[config.mk]
export PLATFORM = sky130hd
export DESIGN_NAME = os_operand_skewer
export DESIGN_NICKNAME = d
export VERILOG_FILES = /design/src/rtl/os_operand_skewer.sv
export SDC_FILE = /design/constraint.sdc
export NUM_CORES = 1
export LEC_CHECK = 0
export BUFFER_PORTS_ARGS = -buffer_cell sky130_fd_sc_hd__buf_2
export CORE_ASPECT_RATIO = 0.5
export CORE_UTILIZATION = 30
export DETAILED_ROUTE_END_ITERATION = 10
export MAX_ROUTING_LAYER = met4
export PLACE_DENSITY = 0.49
export SLEW_MARGIN = 15
export SYNTH_ARGS = -nofsm -noshare
export SYNTH_HDL_FRONTEND = slang
export SYNTH_SLANG_ARGS = --single-unit
[constraint.sdc]
create_clock -name i_clk -period 12.1 [get_ports i_clk]
set_clock_uncertainty 0.1 [all_clocks]
set_input_delay 1.21 -clock i_clk [delete_from_list [all_inputs] [get_ports i_clk]]
set_output_delay 1.21 -clock i_clk [all_outputs]
set_load 0.01 [all_outputs]
[src/rtl/os_operand_skewer.sv]
// ---------------------------------------------------------------------------
// os_operand_skewer
//
// Upstream feeder of an output-stationary PE array. Accepts one k-slice per
// cycle (ROWS activations + COLS weights) over a valid/ready handshake. It
// delays lane i by i+1 cycles so that operands meet diagonally at PE(i,j).
// It also sequences a tile: a reg_clear pulse, streaming, a zero flush long
// enough to drain the array, and then a tile_done pulse.
//
// Optional feature macro: OS_SKEW_STATS_EN
//   When defined, the stall_cnt / bubble_cnt statistics counters are built.
//   When undefined, both ports are tied to zero.
//
// Ports
//   i_clk          clock
//   i_rst          synchronous active-high reset
//   i_start        begin a tile (sampled only in IDLE and only when not held)
//   i_tile_len     number of k-slices in the tile, sampled with i_start
//   i_hold         global freeze
//   i_in_valid     slice valid
//   o_in_ready     slice accepted when i_in_valid & o_in_ready
//   i_act_in       activations, lane i = [i*WIDTH_A +: WIDTH_A]
//   i_wei_in       weights,     lane j = [j*WIDTH_B +: WIDTH_B]
//   o_act_out      skewed activations to the west edge
//   o_wei_out      skewed weights to the north edge
//   o_pipeline_en  array pipeline enable (= ~i_hold)
//   o_reg_clear    PE accumulator clear
//   o_busy         tile in progress
//   o_tile_done    one-cycle completion pulse
//   o_stall_cnt    hold cycles while busy (statistics build only)
//   o_bubble_cnt   STREAM cycles with no valid input (statistics build only)
// ---------------------------------------------------------------------------
module os_operand_skewer #(
    parameter int ROWS    = 4,
    parameter int COLS    = 4,
    parameter int WIDTH_A = 16,
    parameter int WIDTH_B = 16,
    parameter int PE_LAT  = 5,
    parameter int LEN_W   = 16
) (
    input  logic                    i_clk,
    input  logic                    i_rst,
    input  logic                    i_start,
    input  logic [LEN_W-1:0]        i_tile_len,
    input  logic                    i_hold,
    input  logic                    i_in_valid,
    output logic                    o_in_ready,
    input  logic [ROWS*WIDTH_A-1:0] i_act_in,
    input  logic [COLS*WIDTH_B-1:0] i_wei_in,
    output logic [ROWS*WIDTH_A-1:0] o_act_out,
    output logic [COLS*WIDTH_B-1:0] o_wei_out,
    output logic                    o_pipeline_en,
    output logic                    o_reg_clear,
    output logic                    o_busy,
    output logic                    o_tile_done,
    output logic [31:0]             o_stall_cnt,
    output logic [31:0]             o_bubble_cnt
);

    // Zeros must travel through the longest skew lane plus the PE pipeline
    // before the last real operand has been consumed by the far corner PE.
    localparam int FLUSH_LEN = ROWS + COLS + PE_LAT - 2;
    localparam int FL_W      = (FLUSH_LEN > 1) ? $clog2(FLUSH_LEN) : 1;

    typedef enum logic [2:0] {
        S_IDLE   = 3'd0,
        S_CLEAR  = 3'd1,
        S_STREAM = 3'd2,
        S_FLUSH  = 3'd3,
        S_DONE   = 3'd4
    } state_t;

    state_t             r_state;
    state_t             w_state_nxt;
    logic [LEN_W-1:0]   r_remain;
    logic [FL_W-1:0]    r_flush;
    logic               w_accept;
    logic               w_last;
    logic               w_busy;
    logic [ROWS*WIDTH_A-1:0] w_act_feed;
    logic [COLS*WIDTH_B-1:0] w_wei_feed;

    assign w_busy     = (r_state != S_IDLE);
    assign w_accept   = (r_state == S_STREAM) & i_in_valid & ~i_hold;
    assign w_last     = w_accept & (r_remain == LEN_W'(1));
    // Non-accepted cycles feed zeros into the lanes; the PE zero-gates them.
    assign w_act_feed = w_accept ? i_act_in : {(ROWS*WIDTH_A){1'b0}};
    assign w_wei_feed = w_accept ? i_wei_in : {(COLS*WIDTH_B){1'b0}};

    // State register
    always_ff @(posedge i_clk) begin
        if (i_rst) begin
            r_state <= S_IDLE;
        end else begin
            r_state <= w_state_nxt;
        end
    end

    // Next-state logic; hold outranks every transition
    always_comb begin
        w_state_nxt = r_state;
        if (i_hold) begin
            w_state_nxt = r_state;
        end else begin
            case (r_state)
                S_IDLE: begin
                    if (i_start) begin
                        w_state_nxt = (i_tile_len != {LEN_W{1'b0}}) ? S_CLEAR : S_DONE;
                    end else begin
                        w_state_nxt = S_IDLE;
                    end
                end
                S_CLEAR:  w_state_nxt = S_STREAM;
                S_STREAM: w_state_nxt = w_last ? S_FLUSH : S_STREAM;
                S_FLUSH:  w_state_nxt = (r_flush == {FL_W{1'b0}}) ? S_DONE : S_FLUSH;
                S_DONE:   w_state_nxt = S_IDLE;
                default:  w_state_nxt = S_IDLE;
            endcase
        end
    end

    // Control outputs decoded from the state register
    always_comb begin
        o_busy        = w_busy;
        o_reg_clear   = (r_state == S_CLEAR);
        o_tile_done   = (r_state == S_DONE);
        o_in_ready    = (r_state == S_STREAM) & ~i_hold;
        o_pipeline_en = ~i_hold;
    end

    // Remaining-slice and flush countdown counters
    always_ff @(posedge i_clk) begin
        if (i_rst) begin
            r_remain <= {LEN_W{1'b0}};
            r_flush  <= {FL_W{1'b0}};
        end else if (!i_hold) begin
            if ((r_state == S_IDLE) && i_start) begin
                r_remain <= i_tile_len;
            end else if (w_accept) begin
                r_remain <= r_remain - LEN_W'(1);
            end
            if (w_last) begin
                r_flush <= FL_W'(FLUSH_LEN - 1);
            end else if ((r_state == S_FLUSH) && (r_flush != {FL_W{1'b0}})) begin
                r_flush <= r_flush - FL_W'(1);
            end
        end
    end

    // Activation skew: lane i is an (i+1)-deep shift whose last stage is the output register
    for (genvar gi = 0; gi < ROWS; gi++) begin : g_act
        logic [WIDTH_A-1:0] r_sr [0:gi];

        // Shift one activation lane; zeroed on reset and in CLEAR, frozen by hold
        always_ff @(posedge i_clk) begin
            if (i_rst || ((r_state == S_CLEAR) && !i_hold)) begin
                for (int k = 0; k <= gi; k++) begin
                    r_sr[k] <= {WIDTH_A{1'b0}};
                end
            end else if (!i_hold) begin
                r_sr[0] <= w_act_feed[gi*WIDTH_A +: WIDTH_A];
                for (int k = 1; k <= gi; k++) begin
                    r_sr[k] <= r_sr[k-1];
                end
            end
        end

        assign o_act_out[gi*WIDTH_A +: WIDTH_A] = r_sr[gi];
    end

    // Weight skew: same structure as the activation lanes
    for (genvar gj = 0; gj < COLS; gj++) begin : g_wei
        logic [WIDTH_B-1:0] r_sr [0:gj];

        // Shift one weight lane; zeroed on reset and in CLEAR, frozen by hold
        always_ff @(posedge i_clk) begin
            if (i_rst || ((r_state == S_CLEAR) && !i_hold)) begin
                for (int k = 0; k <= gj; k++) begin
                    r_sr[k] <= {WIDTH_B{1'b0}};
                end
            end else if (!i_hold) begin
                r_sr[0] <= w_wei_feed[gj*WIDTH_B +: WIDTH_B];
                for (int k = 1; k <= gj; k++) begin
                    r_sr[k] <= r_sr[k-1];
                end
            end
        end

        assign o_wei_out[gj*WIDTH_B +: WIDTH_B] = r_sr[gj];
    end

`ifdef OS_SKEW_STATS_EN
    logic [31:0] r_stall_cnt;
    logic [31:0] r_bubble_cnt;

    function automatic logic [31:0] sat_inc(input logic [31:0] v);
        sat_inc = (v == 32'hFFFF_FFFF) ? v : (v + 32'd1);
    endfunction

    // Statistics counters: cleared when a tile's CLEAR cycle proceeds, kept in IDLE
    always_ff @(posedge i_clk) begin
        if (i_rst) begin
            r_stall_cnt  <= 32'd0;
            r_bubble_cnt <= 32'd0;
        end else if ((r_state == S_CLEAR) && !i_hold) begin
            r_stall_cnt  <= 32'd0;
            r_bubble_cnt <= 32'd0;
        end else begin
            if (i_hold && w_busy) begin
                r_stall_cnt <= sat_inc(r_stall_cnt);
            end
            if ((r_state == S_STREAM) && !i_hold && !i_in_valid) begin
                r_bubble_cnt <= sat_inc(r_bubble_cnt);
            end
        end
    end

    assign o_stall_cnt  = r_stall_cnt;
    assign o_bubble_cnt = r_bubble_cnt;
`else
    assign o_stall_cnt  = 32'd0;
    assign o_bubble_cnt = 32'd0;
`endif

endmodule

==> reports/results.ini, run 1 <==
[final_layout]
drive_gt1_share_pct = 27.9
nets = 1359
area_growth_pct = 16.0
finish.utilization_pct = 35.4
nFillCells = 4667

[timing]
holdWs_ps = 403
fin_crit_ps = 4380
drv_slew = 0
finalSetupTns_ps = 0
period_share_pct = 36.2
clock.fmax_ghz = 0.228
slew_headroom_pct = 29.6
rsz0062_at_grt = false
worst_pin_slew_ps = 1060
hold_viol = 0
setup_violations = 0

[yosys]
synth-seq-cells = 343
synthArstFlopShare_pct = 0
yosys.area.top_type = edfxtp_1
synth_flop_cell = edfxtp_1
synth_edf_count = 320
synthTopCellsByArea = edfxtp_1 (67%), and2_1 (8.4%), buf_4 (7.5%)
ys_types = 45
yosys_warnings = 0
avgSynthCellArea_um2 = 14.0
yosysSeqAreaShare_pct = 70.1
yosysTopAreaCellShare_pct = 66.9
netlist_area_um2 = 14400
synth_cells = 1026

[hold_path]
hp-class = reg2reg

[grt]
antenna_found_initial = 5
grt_pass1_vias = 7826
grt_pass1_wl_mm = 43.8
grt.total_usage_pct = 11.7
overflow = 0
grt_max_degree = 321

[power]
p_leak_nw = 7.35
vdd_drop_max_uv = 82.8
total_power_w = 0.00258
p_per_area_nw_per_um2 = 155

[cts]
clockRootBuffer = clkbuf_16
h-tree-depth = 2
cts_tree = done
cts_buffers = 36
postCtsSetupRepairBufs = 0
cts.clk_slew.worst_paths_ps = 60
cts_buffer_depth = 3
hold_buffers = 0
cts_resized = 0
insertion_delay_ps = 520
clock_sinks = 343

[placed_design]
io_buffers = 281
dp_hpwl_mm = 18.7
gp_routability_congestion = 0.803

[detailed_routing]
vias = 7862
vias_per_cell = 4.19
drtIter0Drc = 547
first_pass_iters = 5
routedWlPerCell_um = 15.3
wl_mm = 28.8
post-route-drc-count = 0
final_antenna_net_count = 0

[setup_path]
cp-end-kind = flop
cp_data_required_time_ps = 12120
path_class = in2reg
path_max_fanout = 171
crit_arrival_ps = 4400
cp-start-kind = primary input

[die]
std_cell_rows = 56
core_um2 = 47100
dieArea_um2 = 48800
die-width_um = 312
start_util_pct = 30.5
die_height_um = 157
ios = 346

[status]
status = complete, no violations

[flow_run]
drv_cap = 0

-- cells by family (layout without fill, tap and decap cells) --
group           after synthesis  in the layout  share of synthesized area, %
flops                       343            343                          70.1
xor+xnor                      3              3                         0.183
mux                           1              1                        0.0783
fa+ha+maj                     3              3                         0.261
buf+inv                     217            361                          9.46
simple gates                400            400                          17.2
compound gates               58             58                          2.74
other cells                   1             69                        0.0261
-- cell usage after synthesis, drive strengths merged, types with 4 or more instances --
cell type / n
or4: 4
nor2: 17
clkbuf: 58
inv: 11
a21oi: 14
a22oi: 5
o21ai: 8
buf: 148
o311ai: 4
or3: 9
edfxtp: 320
a211oi: 4
or2: 4
a31oi: 7
a32oi: 4
nor4: 11
nand2: 8
nor3: 10
and3: 130
dfxtp: 23
and2: 192
-- path summary, 6_finish.rpt --
kind / depth (start not counted) / end / slack [ps] / from
worst max register to register: 5 / r_remain[7] / 8970 / r_state[0]
worst min register to register: 2 / r_remain[7] / 400 / r_remain[7]
worst min-delay path: 2 / r_remain[7] / 400 / r_remain[7]
worst max-delay path: 4 / g_wei[1].r_sr[0][12] / 7720 / i_rst
-- state kept, by name, summed over array words and instances, names as in the netlist --
name	cells
g_wei.r_sr	160
r_flush	4
g_act.r_sr	160
r_remain	16
r_state	3
-- per-layer routing --
metal  global-route usage [%]  up-vias  routed length (um)
li1                         -     3847                   -
met1                     12.1     3810               10900
met2                     21.6      144               15700
met3                     2.88       61                1290
met4                     4.29        0                 877
met5                        -        -                   0
-- critical path, cell delays in order --
cell	delay, ps
buf_2	440
nand2b_4	860
buf_12	640
buf_4	910
-- per-stage QoR --
| stage | worst slack [ps] | std cells | area [um^2] |
|---|---|---|---|
| final | 7720 | 1876 | 16700 |
| after global routing | 7490 | 1876 | 16700 |
| after global placement | 7350 | 1807 | 15600 |
| after floorplan | 2120 | 1089 | 14600 |
| after CTS | 7770 | 1871 | 16700 |
| after detailed placement | 7220 | 1807 | 15600 |
-- cell type report --
cell class,count,area (um^2),share of cell area [%]
inverter,11,41.3,0.248
clock inverter,14,105,0.631
antenna,5,12.5,0.0751
clock buffer,50,975,5.85
multi-input combinational,529,3200,19.2
tap,638,798,4.79
sequential,343,10100,60.4
timing repair buffer,286,1470,8.81
-- power by group --
| group | switching, W | internal [W] | leakage (nW) |
|---|---|---|---|
| logic | 0.000113 | 0.0000615 | 3.09 |
| registers | 0.0000178 | 0.00136 | 3.74 |
| clock network | 0.000443 | 0.000588 | 0.516 |
| total | 0.000574 | 0.00201 | 7.35 |
-- cell usage in the layout (no fill, tap or decap), types with 7 or more instances in the layout --
cell type,count
dfxtp_1,23
nor3_1,9
or3_1,9
nor4_1,11
a31oi_1,7
conb_1,64
edfxtp_1,320
a21oi_1,14
nand2_1,8
and2_1,192
buf_2,281
and3_1,130
inv_1,11
nor2_1,16
clkbuf_1,13
clkbuf_16,37
o21ai_0,8
clkinv_1,7
(Power assumes the default switching activity.)
==> inputs of run 2 (changes only) <==
ABC_AREA = 1   (was not set)
PLACE_DENSITY = 0.48   (was 0.49)
clock period = 4.23 ns   (was 12.1 ns; I/O delays follow)
==> reports/results.ini, run 2 <==
[flow_run]
drv_cap = 0  ; unchanged

[cts]
clockRootBuffer = clkbuf_16
h-tree-depth = 2  ; unchanged
postCtsSetupRepairBufs = 0  ; unchanged
hold_buffers = 0  ; unchanged
cts.clk_slew.worst_paths_ps = 60  ; about the same
cts_buffers = 36  ; unchanged
cts_resized = 0  ; unchanged
clock_sinks = 343  ; unchanged
cts_tree = done
cts_buffer_depth = 3  ; unchanged
insertion_delay_ps = 510  ; about the same

[timing]
fin_crit_ps = 2550
slew_headroom_pct = 39.7  ; +10 points
final.setup.worst_slack_ps = 1680  ; -6040 ps
worst_pin_slew_ps = 904  ; -151 ps
finalSetupTns_ps = 0  ; unchanged
setup_violations = 0  ; unchanged
clock.fmax_ghz = 0.392
rsz0062_at_grt = false
hold_viol = 0  ; unchanged
period_share_pct = 60.4
holdWs_ps = 93.1  ; -310 ps
drv_slew = 0  ; unchanged

[detailed_routing]
drtIter0Drc = 531  ; -2.9%
routedWlPerCell_um = 12.4  ; -19%
vias_per_cell = 3.74  ; -11%
post-route-drc-count = 0  ; unchanged
wl_mm = 29.0  ; +0.94%
vias = 8723  ; +11%
first_pass_iters = 4  ; -1
final_antenna_net_count = 0  ; unchanged

[yosys]
synth_cells = 1405  ; +37%
avgSynthCellArea_um2 = 11.2  ; -20%
yosysSeqAreaShare_pct = 63.8  ; -6.3 points
yosys_warnings = 0  ; unchanged
synth-seq-cells = 343  ; unchanged
synth.most_common_cell = inv_1
netlist_area_um2 = 15800  ; +9.9%
ys_types = 32  ; -29%
synth_edf_count = 320  ; unchanged
yosysTopAreaCellShare_pct = 60.9  ; -6.0 points
synth_flop_cell = edfxtp_1
yosys.area.top_type = edfxtp_1
yosys-top-cells-count = inv_1 (342), edfxtp_1 (320), nor2_1 (258), buf_4 (145), nor2_4 (100)
synthArstFlopShare_pct = 0  ; unchanged
synthTopCellsByArea = edfxtp_1 (61%), inv_1 (8.1%), nor2_4 (7.1%)

[die]
std_cell_rows = 59  ; +5.4%
core_um2 = 52000  ; +10%
die_height_um = 164  ; +4.8%
start_util_pct = 30.4  ; -0.14 points
dieArea_um2 = 53600  ; +9.8%
ios = 346  ; unchanged
die-width_um = 326  ; +4.8%

[placed_design]
pre_cts_slack_ps = 1500  ; -5720 ps
gp_routability_congestion = 0.817  ; +1.7%
dp_cells = 2272  ; +26%
io_buffers = 281  ; unchanged
dp_hpwl_mm = 18.8  ; +0.65%

[grt]
overflow = 0  ; unchanged
grt_pass1_vias = 8038  ; +2.7%
grt_max_degree = 193  ; -40%
antenna_found_initial = 0  ; -5
grt_pass1_wl_mm = 43.7  ; -0.25%
grt.total_usage_pct = 10.7  ; -0.97 points

[power]
switching_share_pct = 22.9  ; +0.71 points
clock_power_share_pct = 39.9  ; about the same
p_per_area_nw_per_um2 = 418  ; +170%
vdd_drop_max_uv = 191  ; +130%
power.internal_w = 0.00584  ; +190%
p_switching_w = 0.00174  ; +200%
comb_power_share_pct = 8.1  ; +1.3 points
p_leak_nw = 7.99  ; +8.7%
total_power_w = 0.00758  ; +190%
p_seq_share_pct = 52.0  ; -1.3 points

[setup_path]
path_max_fanout = 23  ; -87%
ff2ff_setup_slack_ps = 1680  ; -7290 ps
worst-path-buf-inv = 2  ; -1
critical_path.max_stage_delay_ps = 430  ; -480 ps
cp_data_required_time_ps = 4580  ; -7540 ps
cp-start-kind = flop
path_class = reg2reg
crit_path_top_delay_cell = inv_2
crit_chain = nor2_1 -> nand3_2 -> inv_2 -> nand2_1 -> nand2_2 -> inv_2 -> a21oi_1 -> nand2_1 -> a21oi_1
crit_arrival_ps = 2900  ; -1500 ps
cp-end-kind = flop
cp_top_family = simple AND/OR/NAND/NOR gates

[final_layout]
final_cell_mix = inv_1 (342), edfxtp_1 (320), buf_2 (281)
n_antenna_cell = 0  ; -5
multi_input_area_um2 = 3200  ; +0.20%
final_common_cell = inv_1
area_growth_pct = 14.7
reg.largest.list = g_act.r_sr x160, g_wei.r_sr x160, r_remain x16
nets = 1761  ; +30%
seq_area_um2 = 10100  ; unchanged
final_cells = 2335  ; +24%
nFillCells = 5252  ; +13%
drive_gt1_share_pct = 27.5  ; -0.36 points

[status]
status = complete, no violations

[hold_path]
hp-class = in2reg

run 2: cell types whose count changed after synthesis, sizes merged, moves of 11 or more:
cell and change:
nor2 +343, inv +337, and2 -192, and3 -130
nand2 +69, clkbuf -53, buf +33, nand3 +16
o21ai +13, nor4 -11
run 2: logic make-up after synthesis:
kind of cell | count (synthesis) | synth area share (%)
AOI/OAI and AO/OA | 55 | 1.90
xor gates and xnor gates | 1 | 0.0555
adders and majority gates | 3 | 0.238
buffers and inverters | 534 | 17.6
DFF | 343 | 63.8
other | 1 | 0.0237
and+or+nand+nor | 468 | 16.4
run 2: final timing paths:
| path | start | end | cells past startpoint |
|---|---|---|---|
| max | r_state[1] | r_remain[13] | 9 |
| min | i_tile_len[2] | r_remain[2] | 3 |
| max reg2reg | r_state[1] | r_remain[13] | 9 |
| min reg2reg | r_flush[0] | r_flush[0] | 2 |
run 2: final cells by class:
cell class,instances,share of cell area (%)
Clock buffer,49,5.47
Clock inverter,14,0.622
Inverter,348,7.21
Multi-Input combinational cell,591,17.7
Sequential cell,343,55.6
Tap cell,701,4.84
Timing Repair Buffer,289,8.58
run 2: worst reg2reg max path, cell delays in order, from the launching register on:
cell and delay, ps:
dfxtp_1 360, nor2_1 190, nand3_2 410, inv_2 440
nand2_1 110, nand2_2 300, inv_2 210, a21oi_1 190
nand2_1 70, a21oi_1 110
run 2: through the flow:
stage	instance area [um^2]	util [%]
after floorplan	16000	-
after global placement	17000	32.7
after detailed placement	17000	32.7
after CTS	18100	34.9
after global routing	18100	34.9
final	18100	34.9
run 2: layer usage:
metal	track usage, %	part of all wire (%)
met5	-	0
met4	3.84	2.8
met1	11.1	38
met2	20.4	56
met3	2.02	3.1
run 2: power by group through the flow:
stage / clock [W] / sequential (W) / combinational (W)
6_report: 0.00302 / 0.00394 / 0.000618
5_1_grt: 0.00327 / 0.00396 / 0.000696
4_1_cts: 0.00314 / 0.00394 / 0.000633
3_5_place_dp: 0 / 0.00401 / 0.000630
3_3_place_gp: 0 / 0.00401 / 0.000630
2_1_floorplan: 0 / 0.00403 / 0.000479
==> inputs of run 3 (changes only) <==
PLACE_DENSITY = 0.5   (was 0.48)
clock period = 2.2 ns   (was 4.23 ns; I/O delays follow)
==> reports/results.ini, run 3 (same netlist as run 2, synthesis figures left out) <==
[status]
status = complete, no violations

[detailed_routing]
vias_per_cell = 3.77  ; +0.96%
vias = 9437  ; +8.2%
post-route-drc-count = 0  ; unchanged
first_pass_iters = 4  ; unchanged
wl_mm = 30.3  ; +4.3%
final_antenna_net_count = 0  ; unchanged
drtIter0Drc = 545  ; +2.6%
routedWlPerCell_um = 12.1  ; -2.6%

[grt]
antenna_found_initial = 0  ; unchanged
grt_max_degree = 63  ; -67%
overflow = 0  ; unchanged
grt_pass1_wl_mm = 47.1  ; +7.9%
grt_pass1_vias = 8988  ; +12%
grt.total_usage_pct = 11.4  ; +0.63 points

[timing]
clock.fmax_ghz = 0.476  ; +21%
hold_viol = 0  ; unchanged
setup_violations = 0  ; unchanged
drv_slew = 0  ; unchanged
rsz0062_at_grt = false
period_share_pct = 95.6  ; +35 points
fin_crit_ps = 2100  ; -451 ps
finalSetupTns_ps = 0  ; unchanged

[power]
vdd_drop_max_uv = 366  ; +92%
p_per_area_nw_per_um2 = 751  ; +80%
total_power_w = 0.0149  ; +97%
p_leak_nw = 8.74  ; +9.5%

[final_layout]
drive_gt1_share_pct = 26.5  ; -1.0 points
design_area_um2 = 19800  ; +9.4%
final_common_cell = inv_1
final_cells = 2502  ; +7.2%
reg.largest.list = g_act.r_sr x160, g_wei.r_sr x160, r_remain x16
final_cell_mix = inv_1 (341), edfxtp_1 (320), buf_2 (281)
nFillCells = 5097  ; -3.0%
finish.utilization_pct = 38.1  ; +3.3 points
nets = 1924  ; +9.3%
n_antenna_cell = 0  ; unchanged
area_growth_pct = 25.5

[hold_path]
hp-class = in2reg

[setup_path]
cp-end-kind = flop
crit_arrival_ps = 2400  ; -500 ps
path_max_fanout = 11  ; -52%
cp-start-kind = flop
cp_data_required_time_ps = 2490  ; -2090 ps
path_class = reg2reg

[cts]
postCtsSetupRepairBufs = 0  ; unchanged
cts_buffer_depth = 3  ; unchanged
insertion_delay_ps = 520  ; about the same
h-tree-depth = 2  ; unchanged
clockRootBuffer = clkbuf_16
cts_buffers = 37  ; +2.8%
clock_sinks = 343  ; unchanged
cts.clk_slew.worst_paths_ps = 60  ; about the same
cts_tree = done

[placed_design]
dp_hpwl_mm = 19.8  ; +5.4%
io_buffers = 281  ; unchanged
dp_cells = 2295  ; +1.0%
gp_routability_congestion = 0.811  ; -0.75%
place_area_um2 = 17300  ; +1.7%

[die]
dieArea_um2 = 53600  ; unchanged
die_height_um = 164  ; unchanged
ios = 346  ; unchanged
std_cell_rows = 59  ; unchanged
core_um2 = 52000  ; unchanged
start_util_pct = 30.4  ; unchanged
die-width_um = 326  ; unchanged

[flow_run]
drv_cap = 0  ; unchanged

run 3: worst paths after layout:
check	startpoint	to	slack, ps	cells past startpoint
setup / recovery	r_state[1]	r_remain[2]	100	7
hold / removal	i_tile_len[15]	r_remain[15]	40	5
setup reg to reg	r_state[1]	r_remain[2]	100	7
hold reg to reg	r_remain[6]	r_remain[6]	370	2
run 3: layout make-up:
cell class              instances  area, um^2  area share [%]
inverters                     348        1310            6.60
clock buffers                  46        1000            5.06
repair buffers                451        3230            16.3
flip-flops and latches        343       10100            50.8
clock inverters                22         130           0.656
multi-input cells             591        3200            16.2
well taps                     701         877            4.42
run 3: power by group:
group          leakage [nW]  internal, W  switching, W
Combinational          4.45     0.000580      0.000861
Clock                 0.554      0.00336       0.00253
Sequential             3.74      0.00747      0.000104
run 3: what timing repair did:
| item | CTS | global route |
|---|---|---|
| resized for setup | 0 | 0 |
| hold buffers | 139 | 0 |
| endpoints found under the setup margin | 0 | 0 |
| endpoints found under the hold margin | 139 | 0 |
run 3: worst max-delay path: stages, from the launching register on:
cell	delay, ps
dfxtp_1	430
inv_2	90
nor2_2	90
nand4_2	160
nand2_2	250
buf_4	220
a31oi_1	80
dlygate4sd3_1	560
run 3: routing by layer:
| metal | global-route usage (%) | vias to the layer above | wire length, um |
|---|---|---|---|
| met5 | - | - | 0 |
| met4 | 3.80 | 0 | 782 |
| met3 | 2.16 | 56 | 1080 |
| met2 | 21.1 | 162 | 16800 |
| met1 | 12.2 | 4384 | 11600 |
| li1 | - | 4835 | - |
run 3: metrics by stage:
stage / setup slack [ps] / hold slack, ps
global route: 10.5 / 57.0
detailed placement: 258 / 361
finish: 97.8 / 40.7
floorplan: 37.4 / 279
global placement: 285 / 353
CTS: 109 / 10.5
